$ cat config.mk
export PLATFORM = sky130hd
export DESIGN_NAME = bp_mmio_mc_mailbox
export DESIGN_NICKNAME = d
export VERILOG_FILES = /design/src/rtl/bp_mmio_mc_mailbox.sv
export SDC_FILE = /design/constraint.sdc
export NUM_CORES = 2
export LEC_CHECK = 0
export CORE_ASPECT_RATIO = 2
export CORE_MARGIN = 2
export CORE_UTILIZATION = 52
export DETAILED_ROUTE_END_ITERATION = 16
export GPL_TIMING_DRIVEN = 1
export PLACE_DENSITY = 0.75
export SLEW_MARGIN = 20
export SYNTH_ARGS = -nofsm -noshare
export SYNTH_HDL_FRONTEND = slang
export SYNTH_SLANG_ARGS = --single-unit
$ cat constraint.sdc
create_clock -name clk_i -period 24.5 [get_ports clk_i]
set_clock_uncertainty 0.1 [all_clocks]
set_input_delay 4.9 -clock clk_i [delete_from_list [all_inputs] [get_ports clk_i]]
set_output_delay 4.9 -clock clk_i [all_outputs]
set_load 0.02 [all_outputs]
$ cat src/rtl/bp_mmio_mc_mailbox.sv
// Memory-mapped mailbox between a BlackParrot I/O port and a manycore endpoint.
// Optional perf counters at 0x07000/0x07008/0x07010 when BP_MMIO_MC_MAILBOX_PERF_EN is defined.

module bp_mmio_mc_mailbox_fifo #(
  parameter int width_p = 128,
  parameter int els_p   = 4
) (
  input  logic               clk_i,
  input  logic               reset_i,
  input  logic               enq_i,
  input  logic [width_p-1:0] data_i,
  input  logic               deq_i,
  output logic               full_o,
  output logic               empty_o,
  output logic [width_p-1:0] head_o
);
  localparam int aw_lp = $clog2(els_p);

  logic [width_p-1:0] mem [els_p];
  logic [aw_lp:0]     wptr_reg, rptr_reg;

  always_ff @(posedge clk_i or posedge reset_i) begin
    if (reset_i) begin
      wptr_reg <= '0;
      rptr_reg <= '0;
    end else begin
      if (enq_i) wptr_reg <= wptr_reg + (aw_lp+1)'(1);
      if (deq_i) rptr_reg <= rptr_reg + (aw_lp+1)'(1);
    end
  end

  always_ff @(posedge clk_i) begin
    if (enq_i) mem[wptr_reg[aw_lp-1:0]] <= data_i;
  end

  assign empty_o = (wptr_reg == rptr_reg);
  assign full_o  = (wptr_reg[aw_lp] != rptr_reg[aw_lp])
                && (wptr_reg[aw_lp-1:0] == rptr_reg[aw_lp-1:0]);
  assign head_o  = mem[rptr_reg[aw_lp-1:0]];
endmodule

module bp_mmio_mc_mailbox #(
  parameter int word_width_p  = 64,
  parameter int pkt_width_p   = 128,
  parameter int fifo_els_p    = 4,
  parameter int max_credits_p = 15
) (
  input  logic                    clk_i,
  input  logic                    reset_i,
  input  logic                    io_cmd_v_i,
  output logic                    io_cmd_ready_and_o,
  input  logic                    io_cmd_wr_i,
  input  logic [19:0]             io_cmd_addr_i,
  input  logic [word_width_p-1:0] io_cmd_data_i,
  output logic                    io_resp_v_o,
  input  logic                    io_resp_yumi_i,
  output logic [word_width_p-1:0] io_resp_data_o,
  output logic                    io_resp_wr_o,
  output logic                    mc_out_v_o,
  output logic [pkt_width_p-1:0]  mc_out_pkt_o,
  input  logic                    mc_out_ready_i,
  input  logic                    mc_credit_return_i,
  input  logic                    mc_resp_v_i,
  input  logic [pkt_width_p-1:0]  mc_resp_pkt_i,
  output logic                    mc_resp_ready_o,
  input  logic                    mc_req_v_i,
  input  logic [pkt_width_p-1:0]  mc_req_pkt_i,
  output logic                    mc_req_ready_o
);
  localparam int pkt_words_lp  = pkt_width_p / word_width_p;
  localparam int cnt_width_lp  = $clog2(fifo_els_p*pkt_words_lp+1);
  localparam int cred_width_lp = $clog2(max_credits_p+1);
  localparam int idx_width_lp  = (pkt_words_lp > 1) ? $clog2(pkt_words_lp) : 1;

  localparam logic [19:0] addr_bp_req   = 20'h01000;
  localparam logic [19:0] addr_credits  = 20'h02000;
  localparam logic [19:0] addr_resp_pop = 20'h03000;
  localparam logic [19:0] addr_resp_cnt = 20'h04000;
  localparam logic [19:0] addr_req_pop  = 20'h05000;
  localparam logic [19:0] addr_req_cnt  = 20'h06000;

  typedef enum logic {IDLE, RESP} state_e;
  state_e state_reg, state_next;

  logic                     cmd_ready, cmd_accept;
  logic [word_width_p-1:0]  resp_data_reg, resp_data_next;
  logic                     resp_wr_reg;

  logic                     bp_full, bp_empty, bp_push, bp_enq, bp_deq;
  logic [pkt_width_p-1:0]   bp_head, acc_reg, acc_pkt;
  logic [idx_width_lp-1:0]  acc_idx_reg;
  logic                     acc_last;
  logic [cred_width_lp-1:0] outstanding_reg;
  logic                     credit_ret;

  logic [1:0]               in_v, in_ready, in_enq, in_pop;
  logic [pkt_width_p-1:0]   in_pkt  [2];
  logic [word_width_p-1:0]  in_word [2];
  logic [cnt_width_lp-1:0]  in_cnt  [2];

  // Outbound: words are assembled low-first; the last word completes the packet.
  assign acc_last = (acc_idx_reg == idx_width_lp'(pkt_words_lp-1));
  always_comb begin
    acc_pkt = acc_reg;
    acc_pkt[acc_idx_reg*word_width_p +: word_width_p] = io_cmd_data_i;
  end

  assign bp_push = cmd_accept && io_cmd_wr_i && (io_cmd_addr_i == addr_bp_req);
  assign bp_enq  = bp_push && acc_last;

  bp_mmio_mc_mailbox_fifo #(.width_p(pkt_width_p), .els_p(fifo_els_p)) bp_req_fifo (
    .clk_i(clk_i), .reset_i(reset_i), .enq_i(bp_enq), .data_i(acc_pkt),
    .deq_i(bp_deq), .full_o(bp_full), .empty_o(bp_empty), .head_o(bp_head)
  );

  assign mc_out_v_o   = !bp_empty && (outstanding_reg < cred_width_lp'(max_credits_p));
  assign mc_out_pkt_o = bp_empty ? '0 : bp_head;
  assign bp_deq       = mc_out_v_o && mc_out_ready_i;
  assign credit_ret   = mc_credit_return_i && (outstanding_reg != '0);

  always_ff @(posedge clk_i or posedge reset_i) begin
    if (reset_i) begin
      acc_reg         <= '0;
      acc_idx_reg     <= '0;
      outstanding_reg <= '0;
    end else begin
      if (bp_push) begin
        acc_reg     <= acc_last ? '0 : acc_pkt;
        acc_idx_reg <= acc_last ? '0 : acc_idx_reg + idx_width_lp'(1);
      end
      case ({bp_deq, credit_ret})
        2'b10:   outstanding_reg <= outstanding_reg + cred_width_lp'(1);
        2'b01:   outstanding_reg <= outstanding_reg - cred_width_lp'(1);
        default: ;
      endcase
    end
  end

  credit_underflow: assert property (@(posedge clk_i) disable iff (reset_i)
    !(mc_credit_return_i && outstanding_reg == '0));

  // Inbound queues: index 0 is MC_RESP, index 1 is MC_REQ.
  assign in_v      = {mc_req_v_i, mc_resp_v_i};
  assign in_pkt[0] = mc_resp_pkt_i;
  assign in_pkt[1] = mc_req_pkt_i;
  assign mc_resp_ready_o = in_ready[0];
  assign mc_req_ready_o  = in_ready[1];

  for (genvar gi = 0; gi < 2; gi++) begin : g_in
    localparam logic [19:0] pop_addr = (gi == 0) ? addr_resp_pop : addr_req_pop;
    logic                    full, empty, deq;
    logic [pkt_width_p-1:0]  head;
    logic [idx_width_lp-1:0] off_reg;
    logic [cnt_width_lp-1:0] cnt_reg;

    assign in_ready[gi] = !full && !reset_i;
    assign in_enq[gi]   = in_v[gi] && in_ready[gi];
    assign in_pop[gi]   = cmd_accept && !io_cmd_wr_i && (io_cmd_addr_i == pop_addr);
    assign deq          = in_pop[gi] && (off_reg == idx_width_lp'(pkt_words_lp-1));
    assign in_word[gi]  = head[off_reg*word_width_p +: word_width_p];
    assign in_cnt[gi]   = cnt_reg;

    bp_mmio_mc_mailbox_fifo #(.width_p(pkt_width_p), .els_p(fifo_els_p)) fifo (
      .clk_i(clk_i), .reset_i(reset_i), .enq_i(in_enq[gi]), .data_i(in_pkt[gi]),
      .deq_i(deq), .full_o(full), .empty_o(empty), .head_o(head)
    );

    always_ff @(posedge clk_i or posedge reset_i) begin
      if (reset_i) begin
        off_reg <= '0;
        cnt_reg <= '0;
      end else begin
        if (in_pop[gi]) off_reg <= deq ? '0 : off_reg + idx_width_lp'(1);
        cnt_reg <= cnt_reg + (in_enq[gi] ? cnt_width_lp'(pkt_words_lp) : '0)
                           - (in_pop[gi] ? cnt_width_lp'(1) : '0);
      end
    end
  end

`ifdef BP_MMIO_MC_MAILBOX_PERF_EN
  localparam logic [19:0] addr_perf_sent  = 20'h07000;
  localparam logic [19:0] addr_perf_stall = 20'h07008;
  localparam logic [19:0] addr_perf_in    = 20'h07010;

  logic [31:0] perf_sent_reg, perf_stall_reg, perf_in_reg;
  logic        perf_wr;

  function automatic logic [31:0] sat_add(input logic [31:0] v, input logic [1:0] inc);
    logic [32:0] s;
    s = {1'b0, v} + {31'b0, inc};
    return s[32] ? '1 : s[31:0];
  endfunction

  assign perf_wr = cmd_accept && io_cmd_wr_i;

  always_ff @(posedge clk_i or posedge reset_i) begin
    if (reset_i) begin
      perf_sent_reg  <= '0;
      perf_stall_reg <= '0;
      perf_in_reg    <= '0;
    end else begin
      perf_sent_reg  <= (perf_wr && io_cmd_addr_i == addr_perf_sent) ? '0
                      : sat_add(perf_sent_reg, {1'b0, bp_deq});
      perf_stall_reg <= (perf_wr && io_cmd_addr_i == addr_perf_stall) ? '0
                      : sat_add(perf_stall_reg,
                          {1'b0, !bp_empty && outstanding_reg == cred_width_lp'(max_credits_p)});
      perf_in_reg    <= (perf_wr && io_cmd_addr_i == addr_perf_in) ? '0
                      : sat_add(perf_in_reg, {1'b0, in_enq[0]} + {1'b0, in_enq[1]});
    end
  end
`endif

  always_comb begin
    cmd_ready      = 1'b1;
    resp_data_next = '0;
    case (io_cmd_addr_i)
      addr_bp_req:   if (io_cmd_wr_i) cmd_ready = !(acc_last && bp_full);
      addr_credits:  if (!io_cmd_wr_i)
                       resp_data_next[cred_width_lp-1:0] = cred_width_lp'(max_credits_p) - outstanding_reg;
      addr_resp_pop: if (!io_cmd_wr_i) begin
                       cmd_ready      = (in_cnt[0] != '0);
                       resp_data_next = in_word[0];
                     end
      addr_resp_cnt: if (!io_cmd_wr_i) resp_data_next[cnt_width_lp-1:0] = in_cnt[0];
      addr_req_pop:  if (!io_cmd_wr_i) begin
                       cmd_ready      = (in_cnt[1] != '0);
                       resp_data_next = in_word[1];
                     end
      addr_req_cnt:  if (!io_cmd_wr_i) resp_data_next[cnt_width_lp-1:0] = in_cnt[1];
`ifdef BP_MMIO_MC_MAILBOX_PERF_EN
      addr_perf_sent:  if (!io_cmd_wr_i) resp_data_next[31:0] = perf_sent_reg;
      addr_perf_stall: if (!io_cmd_wr_i) resp_data_next[31:0] = perf_stall_reg;
      addr_perf_in:    if (!io_cmd_wr_i) resp_data_next[31:0] = perf_in_reg;
`endif
      default: ;
    endcase

    io_cmd_ready_and_o = (state_reg == IDLE) && cmd_ready && !reset_i;
    cmd_accept         = io_cmd_ready_and_o && io_cmd_v_i;

    state_next = state_reg;
    case (state_reg)
      IDLE:    if (cmd_accept) state_next = RESP;
      RESP:    if (io_resp_yumi_i) state_next = IDLE;
      default: state_next = IDLE;
    endcase
  end

  always_ff @(posedge clk_i or posedge reset_i) begin
    if (reset_i) begin
      state_reg     <= IDLE;
      resp_data_reg <= '0;
      resp_wr_reg   <= 1'b0;
    end else begin
      state_reg <= state_next;
      if (cmd_accept) begin
        resp_data_reg <= resp_data_next;
        resp_wr_reg   <= io_cmd_wr_i;
      end
    end
  end

  assign io_resp_v_o    = (state_reg == RESP);
  assign io_resp_data_o = resp_data_reg;
  assign io_resp_wr_o   = resp_wr_reg;
endmodule

==> results.md <==
* H-tree depth at 4
* Largest net degree at the start of global routing at between 80 and 90
* Post-CTS Hold Fix Bufs at 0
* Switching pwr at roughly 1.8 mW
* LEAKAGE at ~26 nW
* Core footprint at 131000 um2
* ANT nets after route at 0
* Total Neg Setup Slack at 0 ns
* First-pass GRT wire length at 227 mm
* Initial Utilization at 0.523
* P&R area growth vs syn at 18.0%
* Register bit total from synthesis at 1763
* Fin area at 80800 um2
* Wire per inst at 27.6 um
* Final worst path period need at 12.51 ns
* Tot GR Track Use at 0.233
* Max VDD drop at 0.0962 mV
* Seq/Total Area, Yosys at 0.757
* Routed vias at 33300
* Main synth FF type: edfxtp_1
* I/O pin count at 547
* Vias in the first global route at 35300
* Slew Limit Headroom at 0.262
* Reg2reg setup slack at ~19 ns
* Cell area after placement at 75800 um2
* F_max at 80.0 MHz
* Setup crit start: io_cmd_addr_i[1]
* DRT Wirelength at 156 mm
* Crit path max fanout at 13
* Combinational Power Share at 0.163
* Startpoint Class: input pin
* # setup viols final at 0
* Dominant cells by area after synthesis: edfxtp_1 (67%), mux4_2 (13%), dfrtp_1 (8.3%), nor2b_1 (2.4%), mux2_2 (2.2%)
* Drt initial violations at ~2700
* Routability cong. at between 0.8 and 0.9
* Die extent in x at 261 um
* Clock Power Share at 0.334
* Final Hold Vio Count at 0
* Nets at 4177
* Gate Count Post-Synth at 3238
* Antenna violations before repair at between 40 and 50
* Worst skew pair latency at 0.78 ns
* Sw Ratio at 0.254
* Setup CP Type: input pin to primary output
* CP required at 19.50 ns
* Die Footprint at 135000 um2
* Grt ovf at 0
* Number of vias per cell at 5.91
* Unique masters post-synth at roughly 50
* Largest register FFs at 1024
* Mapped Nets at roughly 3600
* CTS tree: built
* Reg2reg end: bp_req_fifo.mem[2][104]
* Post-synth EDFFs at between 1500 and 2000
* Clk sink count at 1763
* Worst Setup EP: io_cmd_ready_and_o
* Mapped cell area at slightly below 70000 um2
* Worst hold-check path type: flop to flop
* IO Port Bufs at roughly 550
* Die Ht at 517 um
* Max Cap Viol at 0
* CTS Buf Count at 147
* Worst EP arrival at 7.51 ns
* Post-DP HPWL at 98.3 mm
* Share of cells above drive strength 1 at 0.209
* Root buf cell: clkbuf_16
* Hold path cells at 1
* DR pass1 iterations at 5
* Post-synth top area share at 0.674
* Tcrit/Tclk final at 0.511
* Post-synthesis area per instance at approximately 21 um2
* Crit end category: primary output
* Actual slew at the worst max-slew pin at 1.11 ns
* Outcome: finished, final reports clean
* Top cells by count, synth: edfxtp_1 (1536), mux4_2 (380), nor2b_1 (258), dfrtp_1 (227), mux2i_1 (140)
* Synth warn at 0
* Most numerous cell in the Yosys netlist: edfxtp_1
* Post_cts resized at 0
* RSZ-0062 raised after global routing: no
* Setup bufs post-CTS at 0
* Worst reg2reg path startpoint: bp_req_fifo.rptr_reg[0]
* Rows at approximately 190
* Power per Cell Area at 87.5 nW/um2
* Max Root-Sink Buffers at 3
* Slew Viols, Final at 0
* Residual DRC count at 0
* Reg power frac at 0.502
* Final core occ at 0.616
* R2R depth at 7
* Async set or reset register ratio after synthesis at 0.129
* Post-synth top area cell: edfxtp_1
* Clock transition at path regs at 0.06 ns
* Internal Power at 5.27 mW
## power groups by stage
stage | Combinational [mW] | Clock (mW) | Sequential, mW
final | 1.15 | 2.36 | 3.55
after global routing | 1.23 | 2.51 | 3.57
after CTS | 1.17 | 2.41 | 3.55
after detailed placement | 1.17 | 0 | 3.62
after global placement | 1.15 | 0 | 3.61
after floorplan | 0.673 | 0 | 3.59
## layout by cell type (no fill, tap or decap), types with 52 or more instances in the layout
| cell type | n |
|---|---|
| a21o_1 | 65 |
| a22o_1 | 60 |
| buf_4 | 52 |
| clkbuf_16 | 148 |
| clkdlybuf4s50_1 | 546 |
| dfrtp_1 | 218 |
| edfxtp_1 | 1536 |
| mux2_2 | 132 |
| mux2i_1 | 140 |
| mux4_2 | 380 |
| nor2b_1 | 258 |
| o22ai_1 | 60 |
## routing by layer
metal  GRT usage  wire, um  part of all wire
met1       0.271     56000              0.36
met2       0.411     82500              0.53
met3      0.0740     13400             0.086
met4      0.0652      3560             0.023
met5           0       471            0.0030
## metrics by stage
stage          hold WS [ns]  instances  setup WS (ns)  total power [mW]
6_report              0.387       5643          11.99              7.07
5_1_grt               0.404       5636          11.80              7.30
4_1_cts               0.391       5630          11.97              7.13
3_5_place_dp          0.378       5360          11.94              4.78
3_3_place_gp          0.374       5360          12.00              4.76
2_1_floorplan         0.360       3238          10.05              4.26
## worst min path at each step
stage,from,endpoint
6_report,g_in[0].fifo.rptr_reg[2],g_in[0].fifo.rptr_reg[2]
3_3_place_gp,g_in[0].fifo.wptr_reg[2],g_in[0].fifo.wptr_reg[2]
4_1_cts,g_in[1].fifo.wptr_reg[2],g_in[1].fifo.wptr_reg[2]
5_1_grt,g_in[0].fifo.rptr_reg[2],g_in[0].fifo.rptr_reg[2]
2_1_floorplan,acc_reg[100],acc_reg[100]
3_5_place_dp,g_in[1].fifo.wptr_reg[2],g_in[1].fifo.wptr_reg[2]
## final cells by class
type | count | area [um2]
antenna | 13 | 32.5
clock buffer | 186 | 3930
clock inverter | 84 | 980
fill | 8925 | 50300
inverter | 32 | 130
multi-input combinational | 1256 | 15800
sequential | 1763 | 51800
tap | 1710 | 2140
timing repair buffer | 599 | 5880
## worst max-delay path: stages
cell             delay (ns)
clkdlybuf4s50_1        0.43
nor4_1                 0.34
nand4_1                0.55
or2_2                  0.55
nor2_1                 0.12
nor3_1                 0.05
clkdlybuf4s50_1        0.56
## logic make-up (layout without fill, tap and decap cells)
logic type      count (synthesis)  count (layout)  synth area share
flops                        1763            1763             0.757
simple gates                  326             326            0.0292
buf+inv                       219             901            0.0134
compound gates                217             217            0.0238
other cells                     0              13                 0
xor+xnor                       31              31           0.00397
fa+ha+maj                      29              29           0.00563
mux                           653             653             0.167
No activity file was read; power rests on OpenSTA's default activity.
